**src/rtl/fifo_burst_reader.sv**
```systemverilog
`default_nettype none
// ============================================================================
//  Module   : fifo_burst_reader
//  Purpose  : Read-side engine for a show-ahead synchronous FIFO. Waits until
//             the FIFO holds the programmed burst length (or a fill timeout
//             expires), then drains that burst onto a registered valid/ready
//             stream framed with a last flag. One word per cycle when the
//             sink is ready.
//  Ports    : clk, rst            - clock, async active-high reset
//             enable_i            - level-sensitive start/continue bursting
//             burst_len_i         - requested burst length (sampled on FILL entry)
//             fifo_rd_en_o        - FIFO pop strobe (combinational)
//             fifo_rd_data_i      - FIFO head word (show-ahead)
//             fifo_empty_i        - FIFO empty flag
//             fifo_count_i        - FIFO occupancy
//             m_valid_o/m_data_o/m_last_o/m_short_o, m_ready_i - output stream
//             busy_o              - engine not idle
//             burst_count_o       - completed bursts (wrapping)
//  Revision : 1.0 - initial release
// ============================================================================
module fifo_burst_reader #(
  parameter int DATA_WIDTH     = 8,
  parameter int FIFO_DEPTH     = 16,
  parameter int ADDR_WIDTH     = $clog2(FIFO_DEPTH),
  parameter int MAX_BURST      = 8,
  parameter int TIMEOUT_CYCLES = 32,
  parameter int TMR_WIDTH      = $clog2(TIMEOUT_CYCLES)
) (
  input  logic                  clk,
  input  logic                  rst,
  input  logic                  enable_i,
  input  logic [ADDR_WIDTH:0]   burst_len_i,
  output logic                  fifo_rd_en_o,
  input  logic [DATA_WIDTH-1:0] fifo_rd_data_i,
  input  logic                  fifo_empty_i,
  input  logic [ADDR_WIDTH:0]   fifo_count_i,
  output logic                  m_valid_o,
  output logic [DATA_WIDTH-1:0] m_data_o,
  output logic                  m_last_o,
  output logic                  m_short_o,
  input  logic                  m_ready_i,
  output logic                  busy_o,
  output logic [15:0]           burst_count_o
);

  localparam int                  CW         = ADDR_WIDTH + 1;
  localparam logic [CW-1:0]        C_MAX_LEN  = CW'(MAX_BURST);
  localparam logic [CW-1:0]        C_ONE      = CW'(1);
  localparam logic [TMR_WIDTH-1:0] C_TMR_LAST = TMR_WIDTH'(TIMEOUT_CYCLES - 1);

  typedef enum logic [1:0] {
    S_IDLE  = 2'd0,
    S_FILL  = 2'd1,
    S_BURST = 2'd2
  } state_t;

  state_t                  state_q;
  logic [CW-1:0]           len_q;
  logic [CW-1:0]           rem_q;
  logic [TMR_WIDTH-1:0]    timer_q;
  logic                    short_q;
  logic                    m_valid_q;
  logic [DATA_WIDTH-1:0]   m_data_q;
  logic                    m_last_q;
  logic                    m_short_q;
  logic [15:0]             burst_count_q;

  logic [CW-1:0]           len_d;
  logic                    pop_d;
  logic                    accept_d;

  // Clamp the requested length into 1..MAX_BURST.
  always_comb begin
    len_d = burst_len_i;
    if (burst_len_i == '0) begin
      len_d = C_ONE;
    end else if (burst_len_i > C_MAX_LEN) begin
      len_d = C_MAX_LEN;
    end
  end

  // Pop only when the output register is free or being emptied this cycle,
  // so a held word is never overwritten.
  assign pop_d    = (state_q == S_BURST) && !fifo_empty_i && (rem_q != '0) &&
                    (!m_valid_q || m_ready_i);
  assign accept_d = m_valid_q && m_ready_i;

  always_ff @(posedge clk or posedge rst) begin
    if (rst) begin
      state_q       <= S_IDLE;
      len_q         <= C_ONE;
      rem_q         <= '0;
      timer_q       <= '0;
      short_q       <= 1'b0;
      m_valid_q     <= 1'b0;
      m_data_q      <= '0;
      m_last_q      <= 1'b0;
      m_short_q     <= 1'b0;
      burst_count_q <= '0;
    end else begin
      burst_count_q <= burst_count_q + {15'd0, accept_d && m_last_q};

      // Output register: a pop loads a new word, otherwise an accept frees it.
      if (pop_d) begin
        m_data_q  <= fifo_rd_data_i;
        m_valid_q <= 1'b1;
        m_last_q  <= (rem_q == C_ONE);
        m_short_q <= short_q;
      end else if (accept_d) begin
        m_valid_q <= 1'b0;
      end

      case (state_q)
        S_IDLE: begin
          if (enable_i) begin
            state_q <= S_FILL;
            len_q   <= len_d;
            timer_q <= '0;
          end
        end
        S_FILL: begin
          if (!enable_i) begin
            state_q <= S_IDLE;
          end else if (fifo_count_i >= len_q) begin
            state_q <= S_BURST;
            rem_q   <= len_q;
            short_q <= 1'b0;
          end else if (fifo_count_i != '0) begin
            // Leaving FILL at the terminal count keeps the timer from wrapping.
            if (timer_q == C_TMR_LAST) begin
              state_q <= S_BURST;
              rem_q   <= fifo_count_i;
              short_q <= 1'b1;
            end else begin
              timer_q <= timer_q + TMR_WIDTH'(1);
            end
          end else begin
            timer_q <= '0;
          end
        end
        S_BURST: begin
          if (pop_d) begin
            rem_q <= rem_q - C_ONE;
            if (rem_q == C_ONE) begin
              if (enable_i) begin
                state_q <= S_FILL;
                len_q   <= len_d;
                timer_q <= '0;
              end else begin
                state_q <= S_IDLE;
              end
            end
          end
        end
        default: state_q <= S_IDLE;
      endcase
    end
  end

  assign fifo_rd_en_o  = pop_d;
  assign m_valid_o     = m_valid_q;
  assign m_data_o      = m_data_q;
  assign m_last_o      = m_last_q;
  assign m_short_o     = m_short_q;
  assign busy_o        = (state_q != S_IDLE);
  assign burst_count_o = burst_count_q;

endmodule
`default_nettype wire

```
**config.mk**
```make
export PLATFORM = sky130hd
export DESIGN_NAME = fifo_burst_reader
export DESIGN_NICKNAME = d
export VERILOG_FILES = /design/src/rtl/fifo_burst_reader.sv
export SDC_FILE = /design/constraint.sdc
export NUM_CORES = 1
export LEC_CHECK = 0
export BUFFER_PORTS_ARGS = -buffer_cell sky130_fd_sc_hd__clkbuf_2
export CAP_MARGIN = 20
export CORE_ASPECT_RATIO = 0.9
export CORE_MARGIN = 4
export CORE_UTILIZATION = 45
export CTS_BUF_LIST = sky130_fd_sc_hd__clkbuf_4
export DETAILED_ROUTE_END_ITERATION = 8
export PLACE_DENSITY = 0.68
export SLEW_MARGIN = 0
export SYNTH_ARGS = -nofsm -noshare
export SYNTH_HDL_FRONTEND = slang
export SYNTH_SLANG_ARGS = --single-unit
```
**constraint.sdc**
```tcl
create_clock -name clk -period 2.6 [get_ports clk]
set_input_delay 0 -clock clk [delete_from_list [all_inputs] [get_ports clk]]
set_output_delay 0 -clock clk [all_outputs]
set_load 0.01 [all_outputs]
```
# After elaboration in Yosys (flattened, before gate mapping)

Index checks and enable logic that the tools add are counted.

Order comparisons: 2
Shifts and indexed selects: 0
Bitwise operators: 0
Reductions and logical operators: 24
Divide/modulo/power cells: 0
Multipliers: 0
$add $sub $neg: 3
Multiplexer cells: 34
Equality and inequality tests: 14

Operator list:

| operator                                            | number |
|---|---|
| two-way mux 5 bit                                   | 17 |
| case mux 5 bit (2 select lines)                     | 2 |
| adder 16 x 1 -> 16 bit                              | 1 |
| case mux 5 bit (3 select lines)                     | 1 |
| two-way mux 2 bit                                   | 7 |
| nonzero test 2 bit                                  | 6 |
| AND reduction 5 bit                                 | 2 |
| nonzero test 5 bit                                  | 2 |
| != test 3 bit, second input constant                | 3 |
| != test 2 bit, second input constant                | 4 |
| != test 4 bit, second input constant                | 2 |
| two-way mux 1 bit                                   | 6 |
| case mux 2 bit (3 select lines)                     | 1 |
| AND reduction 6 bit                                 | 1 |
| adder 5 x 1 -> 5 bit, second input constant         | 1 |
| equality test 5 x 1 -> 1 bit, second input constant | 1 |
| equality test 5 bit, second input constant          | 1 |
| greater-or-equal comparator 5 bit                   | 1 |
| > comparator 5 x 4 -> 1 bit, second input constant  | 1 |
| logical AND 1 bit                                   | 5 |
| zero test 5 bit                                     | 1 |
| subtractor 5 x 1 -> 5 bit, second input constant    | 1 |
| AND reduction 4 bit                                 | 1 |
| AND reduction 3 bit                                 | 1 |
| 7 further kinds                                     | 8 |

Input bits: 23
Bits in read-only memories: 0
Memory bits (writable): 0
Memories kept: 0
Flip-flop bits (word level): 45
Output and inout bits: 29
Latch bits: 0
Logic and storage cells: 87

# Longest topological paths before layout

Depth in word-level cells: 7
Mapped depth: 8
Depth with buffers taken out: 7

# Worst setup path before layout

Ideal clock, no wire load.

Kind: flip-flop to flip-flop
Start point: register len_q[0]
End point: register timer_q[3]
Period minus slack after synthesis: 1.969 ns
Data arrival time: 1.889 ns
Path buffers: 0
Stages on the path, launching flop included: 7
Path slack: 0.631 ns
Cells stage by stage: dfstp_2 > ha_1 > nor2b_1 > o21a_1 > o2111ai_2 > or4_4 > o211ai_2

Longest elaborated chain between the ends: 3

Ends and longest elaborated chain:

| item                                 | line | source |
|---|---|---|
| start, declared                      | 58   | `logic [CW-1:0] len_q;` |
| start signal, assigned               | 117  | `len_q <= len_d;` |
| start signal, assigned               | 147  | `len_q <= len_d;` |
| greater-or-equal comparator 5 bit    | 124  | `end else if (fifo_count_i >= len_q) begin` |
| != test 2 bit (no source line)       | -    |  |
| AND reduction 6 bit (no source line) | -    |  |
| end signal, assigned                 | 135  | `timer_q <= timer_q + TMR_WIDTH'(1);` |
| end, declared                        | 60   | `logic [TMR_WIDTH-1:0] timer_q;` |

Every way passes these cells.
A chain may end at the register's enable or synchronous reset.

# Worst setup path in the final report

Start point: register rem_q[2]
End point: output fifo_rd_en_o

Longest elaborated chain between the ends: 3

Ends and longest elaborated chain:

| item                           | line | source |
|---|---|---|
| start, declared                | 59   | `logic [CW-1:0] rem_q;` |
| start signal, assigned         | 126  | `rem_q <= len_q;` |
| start signal, assigned         | 132  | `rem_q <= fifo_count_i;` |
| start signal, assigned         | 143  | `rem_q <= rem_q - C_ONE;` |
| nonzero test 5 bit             | 84   | `assign pop_d = (state_q == S_BURST) && !fifo_empty_i && (rem_q != '0) &&` |
| logical AND 1 bit (2 in a row) | 84   |  |
| end, declared                  | 33   | `output logic fifo_rd_en_o,` |

Every way passes these cells.

==> results.md <==
* Run status: complete, no violations
* Arrival time of the worst setup path at 2260 ps
* Die width at 84.8 µm
* Clock transition at path regs at 120 ps
* Synth-to-layout area growth at 24.8%
* Largest area contributor in the netlist: dfrtp_1
* TritonCTS clock tree: built
* Share of cells above drive strength 1 at 23.5%
* Yosys top cell area share at 46.1%
* Final #Nets at 359
* Wire per inst at 13.8 µm
* DRC at 0
* CP startpoint kind: flip-flop
* Ys flop type: dfrtp_1
* Top-count cell post-synth: nand2_1
* Root buffer cell: clkbuf_4
* Skew final at 8.40 ps
* Critical path's slowest cell: dfrtp_1
* Crit-path max FO at 12
* Pwr dens at 769 nW/µm²
* CP endpoint kind: output pin
* Post-synth design cell area at 2390 µm²
* Number of fill cells at 440
* Total CTS buffers at 5
* WHS at 42.3 ps
* Total of max-cap violations at 0
* Via-to-Cell Ratio at 5.24
* Global Route Usage Sum at 16.8%
* Antenna violations before repair at 0
* Mapped Cells at 245
* GRT overflow at 0
* Leading post-synthesis cells by cell area: dfrtp_1, nand2_1, ha_1
* Worst vdd ir at 0.338 mV
* Critical path's most frequent cell: buf_4
* Post-CTS Setup Repair Bufs at 0
* Area of the multi-input gates at 1190 µm²
* HPWL Detailed at 3930 µm
* RSZ-0062 raised after global routing: no
* Static leakage at 0.00148 µW
* Final worst path period share at 86.8%
* CTS Sinks at 45
* Yosys reg bits at 45
* Final hold vios at 0
* Worst slew margin at 49.9%
* Final Critical Period at 2260 ps
* Synth warn at 0
* First-pass GRT wire length at 9060 µm
* Final setup TNS at 0 ps
* Max stage delay on crit path at 450 ps
* Routed Wire Length at 5370 µm
* Sequential area share after synthesis at 47.2%
* Final Instance Count excl. Fillers at 388
* Die Height at 77.1 µm
* PortBufs at 51
* CP bufs+invs at 4
* Hold Buf Count CTS at 19
* Rows at 24
* Drt first-iter violations at 132
* Inst Count DP at 363
* CP Class: flip-flop to output pin
* Worst Hold Class: input port to flip-flop
* Vias at 2034
* Final slew viol count at 0
* Worst-Skew Late Latency at 340 ps
* Post-detailed-route count of antenna-violating nets at 0
* Crit path cell chain: nor3_1 > buf_4 > a2111o_1 > buf_4 > clkinv_1 > clkbuf_2
* Die area at 6530 µm²
* Required @ worst endpoint at 2600 ps
* Starting Density at 47.9%
* Post-synthesis cell type count at 50
* Max clock buf depth at 2
* Vias in the first global route at 1978
* Delay-heaviest family, CP: buffers and inverters
* Largest net degree at the start of global routing at 25
* Synthesized area per cell at 9.74 µm²
* N_diodes at 0
* Peak Freq at 0.443 GHz
* Most frequent cells after synthesis: nand2_1, dfrtp_1, nor2_1
* Slew at the pin closest to its max-slew limit at 746 ps
* Final setup viols at 0
* Htree depth at 2
* PostCTS Resize Cnt at 0
* Top-Level Pins at 52
* DRT Pass-1 Iters at 4
* Gp weighted congestion at 0.811
* Seq. cell area at 1130 µm²
* Syn nets at 280
* Number of flops mapped to enable cells by yosys at 0
* Asr flop ratio synth at 100%
* Core area at 4980 µm²
worst paths after layout:
| path | cells after the start | slack, ps | from | end |
|---|---|---|---|---|
| setup / recovery | 6 | 340 | rem_q[2]$_DFFE_PP0P_ | fifo_rd_en_o |
| hold / removal | 3 | 40 | m_ready_i | burst_count_o[0]$_DFF_PP0_ |
| setup reg to reg | 6 | 420 | len_q[0]$_DFFE_PP1P_ | timer_q[4]$_DFFE_PP0P_ |
| hold reg to reg | 1 | 480 | burst_count_o[15]$_DFF_PP0_ | burst_count_o[15]$_DFF_PP0_ |
| max in group asynchronous | 4 | 1610 | rst | len_q[0]$_DFFE_PP1P_ |
| min in group asynchronous | 3 | 210 | rst | burst_count_o[14]$_DFF_PP0_ |
area by class of cell:
class	instances	area share, %
flip-flops and latches	45	37.9
multi-input cells	184	40.0
repair buffers	76	16.5
well taps	65	2.73
clock buffers	5	1.26
inverters	12	1.51
clock inverters	1	0.168
power breakdown:
| part | leakage [µW] | switching, µW | internal [µW] |
|---|---|---|---|
| Combinational | 0.000857 | 560 | 421 |
| Sequential | 0.000596 | 139 | 871 |
| Clock | 0.0000269 | 204 | 94.2 |
tightest hold or removal path: cells and delay by family:
family | cells | cell delay, ps
adder cells (fa/ha/maj) | 1 | 110
buffers and inverters | 1 | 100
AND/OR/NAND/NOR | 1 | 150
layer usage:
metal | track usage, % | routed length, µm | vias up
li1 | - | - | 1029
met4 | 3.32 | 38 | 0
met3 | 4.18 | 312 | 4
met1 | 23.3 | 2620 | 948
met2 | 26.8 | 2400 | 53
met5 | 0 | 0 | -
cell families after synthesis:
logic type      Yosys count  synth area share [%]
simple gates            113                  22.8
buf+inv                  16                  2.83
compound gates           41                  13.8
fa+ha+maj                12                  6.29
flops                    45                  47.2
mux                       4                  1.89
xor+xnor                 14                  5.14
stage by stage:
step / utilization, % / setup slack [ps] / area [µm²] / total power (µW)
detailed placement: 55.1 / 448 / 2750 / 1970
floorplan: - / 631 / 2390 / 1640
finish: 59.7 / 344 / 2980 / 2290
CTS: 59.7 / 332 / 2980 / 2300
global placement: 55.1 / 470 / 2750 / 1950
global route: 59.7 / 211 / 2980 / 2470
cells in the final DEF, fill, tap and decap left out, types with 2 or more instances in the layout:
cell           instances
nor3_1                 4
nor2_1                13
o21ai_0               11
o31ai_1                3
nand4_1                5
clkinv_1               2
xnor2_1               10
xor2_1                 4
ha_1                  12
o2111ai_1              2
and4_1                 2
dfrtp_1               44
clkbuf_2              51
and2_1                 3
o211ai_1               2
nor4_1                 3
a31oi_1                2
clkbuf_4               5
inv_1                 10
nor2b_1                3
dlygate4sd3_1         19
nand2_1               53
mux2_2                 4
buf_4                  6
nor3b_1                4
o2bb2ai_1              2
a211oi_1               2
nand3_1               11
nand2b_1               2
and3_1                 6
sequential cells by signal, indices dropped and copies added, names as in the netlist:
| register | flops |
|---|---|
| timer_q | 5 |
| m_short_o | 1 |
| m_last_o | 1 |
| m_valid_o | 1 |
| m_data_o | 8 |
| short_q | 1 |
| len_q | 5 |
| burst_count_o | 16 |
| rem_q | 5 |
| state_q | 2 |
Note: power is estimated with default switching activity, not from simulation.
